File: src/rtl/dm_slave_arbiter_pkg.sv
// -----------------------------------------------------------------------------
// dm_slave_arbiter_pkg
// Shared debug-module constants: port identifiers used by the slave-port
// arbiter and the default debug-memory window (also used by the DM top).
// -----------------------------------------------------------------------------
package dm_slave_arbiter_pkg;
   localparam logic        PORT_I       = 1'b0;   // instruction-fetch port
   localparam logic        PORT_D       = 1'b1;   // data port
   localparam logic [31:0] DM_BASE_ADDR = 32'h0000_1000;
   localparam logic [31:0] DM_SPAN      = 32'h0000_1000;
endpackage

File: src/rtl/dm_rr_arb2.sv
// -----------------------------------------------------------------------------
// dm_rr_arb2
// Two-way round-robin grant. A lone requester always wins; on contention the
// port that was NOT granted last wins. The pointer holds the last granted port
// and resets to PORT_I, so the data port wins the first contended cycle.
// Ports:
//   i_clk, i_rst  clock, synchronous active-high reset
//   i_en          grant enable (low during flush/reset)
//   i_req[1:0]    requests, indexed by PORT_I / PORT_D
//   o_gnt_vld     a port is granted this cycle
//   o_gnt_port    granted port (valid with o_gnt_vld)
// -----------------------------------------------------------------------------
module dm_rr_arb2
   import dm_slave_arbiter_pkg::*;
(
   input  logic       i_clk,
   input  logic       i_rst,
   input  logic       i_en,
   input  logic [1:0] i_req,
   output logic       o_gnt_vld,
   output logic       o_gnt_port
);
   logic r_rr;   // last granted port

   always_comb begin
      o_gnt_vld  = i_en && (|i_req);
      o_gnt_port = PORT_I;
      if (i_req == 2'b11)      o_gnt_port = ~r_rr;
      else if (i_req[PORT_D])  o_gnt_port = PORT_D;
   end

   always_ff @(posedge i_clk) begin
      if (i_rst)          r_rr <= PORT_I;
      else if (o_gnt_vld) r_rr <= o_gnt_port;
   end
endmodule

File: src/rtl/dm_slave_arbiter.sv
// -----------------------------------------------------------------------------
// dm_slave_arbiter
// Shares the debug module's single memory slave port between the core's
// instruction-fetch and data ports. Requests are acknowledged in the same
// cycle; responses come back exactly one cycle later to the issuing port.
// Out-of-window requests are acknowledged but never reach the slave; they
// return rdata 0 (plus d_err_o on the data port).
// Ports:
//   clk_i, rst_i, flush_i            clock, sync reset, ndmreset flush
//   i_req_i/i_addr_i                 instruction request (read-only)
//   i_ready_o/i_rvalid_o/i_rdata_o   instruction accept / response
//   d_req_i/d_we_i/d_addr_i/d_wdata_i/d_be_i   data request
//   d_ready_o/d_rvalid_o/d_rdata_o/d_err_o     data accept / response
//   slave_*                          shared debug-memory slave port
// -----------------------------------------------------------------------------
module dm_slave_arbiter
   import dm_slave_arbiter_pkg::*;
#(
   parameter int unsigned            BusWidth      = 32,
   parameter logic [BusWidth-1:0]    DmBaseAddress = BusWidth'(DM_BASE_ADDR),
   parameter logic [BusWidth-1:0]    DmSpan        = BusWidth'(DM_SPAN)
) (
   input  logic                    clk_i,
   input  logic                    rst_i,
   input  logic                    flush_i,
   input  logic                    i_req_i,
   input  logic [BusWidth-1:0]     i_addr_i,
   output logic                    i_ready_o,
   output logic                    i_rvalid_o,
   output logic [BusWidth-1:0]     i_rdata_o,
   input  logic                    d_req_i,
   input  logic                    d_we_i,
   input  logic [BusWidth-1:0]     d_addr_i,
   input  logic [BusWidth-1:0]     d_wdata_i,
   input  logic [BusWidth/8-1:0]   d_be_i,
   output logic                    d_ready_o,
   output logic                    d_rvalid_o,
   output logic [BusWidth-1:0]     d_rdata_o,
   output logic                    d_err_o,
   output logic                    slave_req_o,
   output logic                    slave_we_o,
   output logic [BusWidth-1:0]     slave_addr_o,
   output logic [BusWidth-1:0]     slave_wdata_o,
   output logic [BusWidth/8-1:0]   slave_be_o,
   input  logic [BusWidth-1:0]     slave_rdata_i
);
   // Window end is one bit wider so a window reaching 2^BusWidth cannot wrap.
   localparam logic [BusWidth:0] WIN_END = {1'b0, DmBaseAddress} + {1'b0, DmSpan};

   logic                r_pend;   // response due this cycle
   logic                r_own;    // owner of that response
   logic                r_err;    // that response is an out-of-window error

   logic                w_en;
   logic                w_gnt_vld;
   logic                w_gnt_port;
   logic [BusWidth-1:0] w_sel_addr;
   logic                w_in_win;
   logic                w_rsp;
   logic [BusWidth-1:0] w_rsp_data;

   assign w_en = !rst_i && !flush_i;

   dm_rr_arb2 u_arb (
      .i_clk      (clk_i),
      .i_rst      (rst_i),
      .i_en       (w_en),
      .i_req      ({d_req_i, i_req_i}),
      .o_gnt_vld  (w_gnt_vld),
      .o_gnt_port (w_gnt_port)
   );

   assign w_sel_addr = (w_gnt_port == PORT_D) ? d_addr_i : i_addr_i;
   assign w_in_win   = ({1'b0, w_sel_addr} >= {1'b0, DmBaseAddress}) &&
                       ({1'b0, w_sel_addr} <  WIN_END);

   assign i_ready_o  = w_gnt_vld && (w_gnt_port == PORT_I);
   assign d_ready_o  = w_gnt_vld && (w_gnt_port == PORT_D);

   // Only in-window grants reach the slave; everything else parks at zero.
   always_comb begin
      slave_req_o   = 1'b0;
      slave_we_o    = 1'b0;
      slave_addr_o  = '0;
      slave_wdata_o = '0;
      slave_be_o    = '0;
      if (w_gnt_vld && w_in_win) begin
         slave_req_o  = 1'b1;
         slave_addr_o = w_sel_addr;
         if (w_gnt_port == PORT_D) begin
            slave_we_o    = d_we_i;
            slave_wdata_o = d_wdata_i;
            slave_be_o    = d_be_i;
         end else begin
            slave_be_o    = '1;
         end
      end
   end

   // Flush and reset suppress a response that is due in the current cycle.
   assign w_rsp      = r_pend && w_en;
   assign w_rsp_data = r_err ? '0 : slave_rdata_i;

   assign i_rvalid_o = w_rsp && (r_own == PORT_I);
   assign d_rvalid_o = w_rsp && (r_own == PORT_D);
   assign i_rdata_o  = i_rvalid_o ? w_rsp_data : '0;
   assign d_rdata_o  = d_rvalid_o ? w_rsp_data : '0;
   assign d_err_o    = d_rvalid_o && r_err;

   always_ff @(posedge clk_i) begin
      if (rst_i) begin
         r_pend <= 1'b0;
         r_own  <= PORT_I;
         r_err  <= 1'b0;
      end else begin
         // No grant (including flush) clears pend/err.
         r_pend <= w_gnt_vld;
         r_err  <= w_gnt_vld && !w_in_win;
         if (w_gnt_vld) r_own <= w_gnt_port;
      end
   end
endmodule
File: config.mk
export PLATFORM = sky130hd
export DESIGN_NAME = dm_slave_arbiter
export DESIGN_NICKNAME = d
export VERILOG_FILES = /design/src/rtl/dm_slave_arbiter_pkg.sv /design/src/rtl/dm_rr_arb2.sv /design/src/rtl/dm_slave_arbiter.sv
export SDC_FILE = /design/constraint.sdc
export NUM_CORES = 1
export LEC_CHECK = 0
export BUFFER_PORTS_ARGS = -buffer_cell sky130_fd_sc_hd__buf_2
export CORE_AREA = 2 2 106 108
export CTS_CLUSTER_SIZE = 25
export DETAILED_ROUTE_END_ITERATION = 16
export DIE_AREA = 0 0 108 110
export SETUP_SLACK_MARGIN = 0.5
export SKIP_LAST_GASP = 1
export SLEW_MARGIN = 20
export SYNTH_ARGS = -nofsm -noshare
export SYNTH_HDL_FRONTEND = slang
export SYNTH_HIERARCHICAL = 1
export SYNTH_SLANG_ARGS = --single-unit
File: constraint.sdc
create_clock -name clk_i -period 2.8 [get_ports clk_i]
set_input_delay 0.28 -clock clk_i [delete_from_list [all_inputs] [get_ports clk_i]]
set_output_delay 0.28 -clock clk_i [all_outputs]
set_load 0.02 [all_outputs]
==> run summary <==
The flow ran to the end, and the final reports show no timing, DRC or antenna violations. The run gives 4 as the detailed-routing iteration count for the pre-antenna-repair pass. From left edge to right edge, the die measures 108 um. With fillers left out, the area of the finished cells amounts to 3330 sq um.

The overall via count from detail_route came out at 2542. For the final database, setup skew stands at 0.00377 ns. In this run the count of I/O pins placed on the die edge is 277. The Yosys step of the flow raised 6 warnings. For this design, the CTS-stage hold fixing added 0 buffers. In this run the critical register-to-register path is launched from u_arb/r_rr.

The combinational family with the most area after synthesis is simple AND/OR/NAND/NOR gates. The number of placed instances, taps included, is 625. Setup repair after global routing could not meet its margin everywhere. Across every metal layer, demand over resource in global routing totals 10.3%.

The number of global-route vias before repair was 2117. In the synthesized netlist, the number of instances is 244. For the diode insertion count for antenna repair, the log shows 0. In this run the cell area of the synthesized design comes to 1510 sq um. The run gives 31.2% as the end-of-flow core utilization. Of the total synthesized cell area, the portion taken by AND, OR, NAND and NOR gates is 62.5%.

Summed over all layers, the global routing overflow is 0. The routability-driven placement congestion ratio was 0.723; the final critical delay including setup and external delays was 2.37 ns. For the reg-to-reg setup timing slack, the log shows 0.98 ns. The element type at the critical path end is a primary output. Walking the worst path, the cells encountered are a21boi_4 -> nor4b_4 -> nand4_1 -> a221oi_4 -> buf_6 -> buf_12 -> and3_1 -> buf_6. For this run, the top clock speed supported by timing is 422 MHz. The clock input transition at the sequential cells of the worst setup and hold paths is 0.03 ns. The netlist uses 27 different library cells. The type of the worst setup path was reg2out. Relative to the synthesized area, the layout overhead comes to 121%.

Worst-path cell with the longest stage delay: sky130_fd_sc_hd__a221oi_4. The finished layout holds 636 standard cells, fillers aside. For this run, design rule violations remaining after detail routing come to 0. The floorplan step defined a core boundary enclosing 10700 sq um. TritonCTS built the clock tree. Once the floorplan was initialized, standard cells occupied 14.1% of the core. Data on the critical path arrives at its endpoint at 2.09 ns.

The number of cells on the worst hold path is 2, and the CTS H-tree depth is 1. Setup violations remaining at the end of the flow were counted as 0. Wire length of the first global-routing pass: 9870 um. In this run the static leakage power is 2.08 nW.

Counting the buffers created by CTS gives 3. Clock tree synthesis selected as its root buffer the cell sky130_fd_sc_hd__clkbuf_8. For the final net count, the log shows 636. Remaining antenna violation count after routing: 0. The average size of a mapped cell is 6.17 sq um, and the post-placement worst setup slack is 0.374 ns.

The via density per instance was 4.00. The origin of the worst min-delay path was rst_i. In the synthesized netlist, mux cells make up 8.98% of the area.

Measured along the y axis, the die boundary spans 110 um. The total of buffers placed on input and output ports was 257. In this run the worst path has a maximum fanout of 13. For the sum of negative setup slack, the log shows 0 ns. The register bit total from synthesis is 4.

The data required time of the critical path came out at 2.52 ns. The final routed wirelength across all metal layers is 8160 um, and the count of max-cap constraint violations is 0. The power density over the cells was 121 nW/um^2; the largest net degree at the start of global routing was 53. The final setup slack of the worst path came out at 0.432 ns. Of the available clock period, the critical path in the final layout requires 84.6%.

Summing the areas of all compound-gate instances in the mapped netlist gives 4.66% of the synthesized area. Once placement finished, the instance area stood at 2830 sq um. The floorplan die area came out at 11900 sq um. The class of the most critical hold timing path was in2reg. Final number of max-transition violations: 0. Dividing the detail-routed wire length by the instance count gives 12.8 um. For the number of cell rows, the log shows 38. Detailed placement finished with a half-perimeter wire length of 6080 um. The run gives 0 as the number of hold-slack violations in the final timing report. The number of sinks on the clock net came out at 4. The share of final-layout standard cells stronger than drive strength 1 is 61.7%, and the maximum resistive drop on vdd is 0.0882 mV. The endpoint identified for the worst register-to-register timing path is r_err. After synthesis, flip-flops and latches occupy 5.32% of the total area.

The clock latency reported for the late side of the worst-skew pair came out at 0.22 ns. For hold timing, the worst endpoint is u_arb/r_rr. The tools report the critical path launch point type as a flip-flop. The longest clock path from root to sink contains 2 buffers.

For the number of antenna violations at the first check in global routing, the log shows 0. The post-synthesis share of cell area spent on full adders, half adders and majority gates came out at 0%. The library cell appearing most often on the critical path was sky130_fd_sc_hd__buf_6. The post-synthesis xor/xnor area fraction works out to 0%. The detailed router finished its first iteration with 113 violations. The worst register-to-register path has a depth of 8. The largest single stage delay on the critical path is 0.35 ns.
[state kept, by name (all words and copies together), names as in the netlist]
name	flops
r_err	1
r_pend	1
r_own	1
u_arb/r_rr	1
[worst max-delay path by stage]
stage / from / to / slack, ns / cells past startpoint
floorplan: u_arb/r_rr / slave_be_o[0] / 0.66 / 6
global placement: d_req_i / slave_addr_o[11] / 0.39 / 8
detailed placement: d_req_i / slave_addr_o[11] / 0.37 / 8
CTS: u_arb/r_rr / slave_addr_o[11] / 0.41 / 7
global route: u_arb/r_rr / slave_wdata_o[20] / 0.28 / 8
finish: u_arb/r_rr / slave_wdata_o[17] / 0.43 / 8
[cells in the mapped netlist]
cell                       number  area share (%)
sky130_fd_sc_hd__and3_1        49              20
sky130_fd_sc_hd__a21oi_1        2            0.67
sky130_fd_sc_hd__nand3_1        1            0.33
sky130_fd_sc_hd__buf_4         19             9.5
sky130_fd_sc_hd__a21bo_1        1            0.67
sky130_fd_sc_hd__nand2b_1      36              15
sky130_fd_sc_hd__o21a_1         1            0.50
sky130_fd_sc_hd__inv_1          3            0.75
sky130_fd_sc_hd__nor3_1         1            0.33
sky130_fd_sc_hd__nor4_1         6             2.5
sky130_fd_sc_hd__a21boi_0       1            0.50
sky130_fd_sc_hd__conb_1         1            0.25
sky130_fd_sc_hd__mux2_2        12             9.0
sky130_fd_sc_hd__nand4_1        2            0.83
sky130_fd_sc_hd__and2_1         4             1.7
sky130_fd_sc_hd__buf_2          1            0.33
sky130_fd_sc_hd__nor4_2         1            0.83
sky130_fd_sc_hd__nor2_1        70              17
sky130_fd_sc_hd__clkbuf_1      16             4.0
sky130_fd_sc_hd__nand2_1        1            0.25
sky130_fd_sc_hd__nor3b_1        2             1.0
sky130_fd_sc_hd__dfxtp_1        4             5.3
sky130_fd_sc_hd__a21oi_2        1            0.58
sky130_fd_sc_hd__nor4b_2        1             1.0
sky130_fd_sc_hd__nand3b_1       2             1.0
sky130_fd_sc_hd__buf_6          5             3.7
sky130_fd_sc_hd__a221oi_4       1             1.7
[logic make-up (layout without fill, tap and decap cells)]
group,Yosys count,after routing
AOI/OAI and AO/OA,7,7
buffers and inverters,44,278
DFF,4,4
muxes,12,12
other,1,19
and+or+nand+nor,176,176
[layout by cell type, fill, tap and decap left out, types with 3 or more instances in the layout]
| master | synthesis | layout |
|---|---|---|
| sky130_fd_sc_hd__nor4_1 | 6 | 6 |
| sky130_fd_sc_hd__mux2_2 | 12 | 12 |
| sky130_fd_sc_hd__buf_2 | 1 | 206 |
| sky130_fd_sc_hd__conb_1 | 1 | 19 |
| sky130_fd_sc_hd__inv_1 | 3 | 3 |
| sky130_fd_sc_hd__nor2_1 | 70 | 70 |
| sky130_fd_sc_hd__and3_4 | 0 | 11 |
| sky130_fd_sc_hd__buf_6 | 5 | 34 |
| sky130_fd_sc_hd__buf_4 | 19 | 27 |
| sky130_fd_sc_hd__nand2b_1 | 36 | 36 |
| sky130_fd_sc_hd__clkbuf_8 | 0 | 3 |
| sky130_fd_sc_hd__clkbuf_16 | 0 | 3 |
| sky130_fd_sc_hd__and3_1 | 49 | 38 |
| sky130_fd_sc_hd__dfxtp_1 | 4 | 3 |
[where the power goes]
part	switching, W	internal [W]
Sequential	0.00000181	0.0000600
Combinational	0.000111	0.000110
Clock	0.0000290	0.0000916
Total	0.000142	0.000262
[worst max-delay path: cells and delay by family (launching register included)]
family / cells / cell delay, ns
AOI/OAI and AO/OA: 2 / 0.53
DFF: 1 / 0.33
and+or+nand+nor: 3 / 0.56
buffers and inverters: 3 / 0.43
[per-stage QoR]
stage | power (W) | hold slack (ns)
floorplan | 0.000183 | 0.342
global placement | 0.000277 | 0.500
detailed placement | 0.000280 | 0.508
CTS | 0.000404 | 0.288
global route | 0.000437 | 0.289
finish | 0.000404 | 0.279
[what timing repair did]
action | CTS | global route
endpoints found under the hold margin | 0 | 0
setup endpoints to repair | 51 | 51
pin swaps | 0 | 3
gates cloned | 0 | 5
setup buffers | 0 | 3
gates resized for setup | 3 | 102
[per-layer routing]
| metal | share of wire, % | up-vias | track usage [%] |
|---|---|---|---|
| met2 | 51 | 175 | 19.3 |
| met5 | 0 | - | 0 |
| met4 | 0 | 0 | 1.37 |
| met3 | 11 | 0 | 2.47 |
| li1 | - | 1276 | - |
| met1 | 37 | 1091 | 12.1 |
[cell type report]
cell class              instances  area (sq um)
repair buffers                272          1730
clock buffers                   3          41.3
flip-flops and latches          4          81.3
inverters                       3          11.3
fillers                      1198          7360
well taps                     140           175
multi-input cells             214          1300
Note: power is estimated with default switching activity, not from simulation.
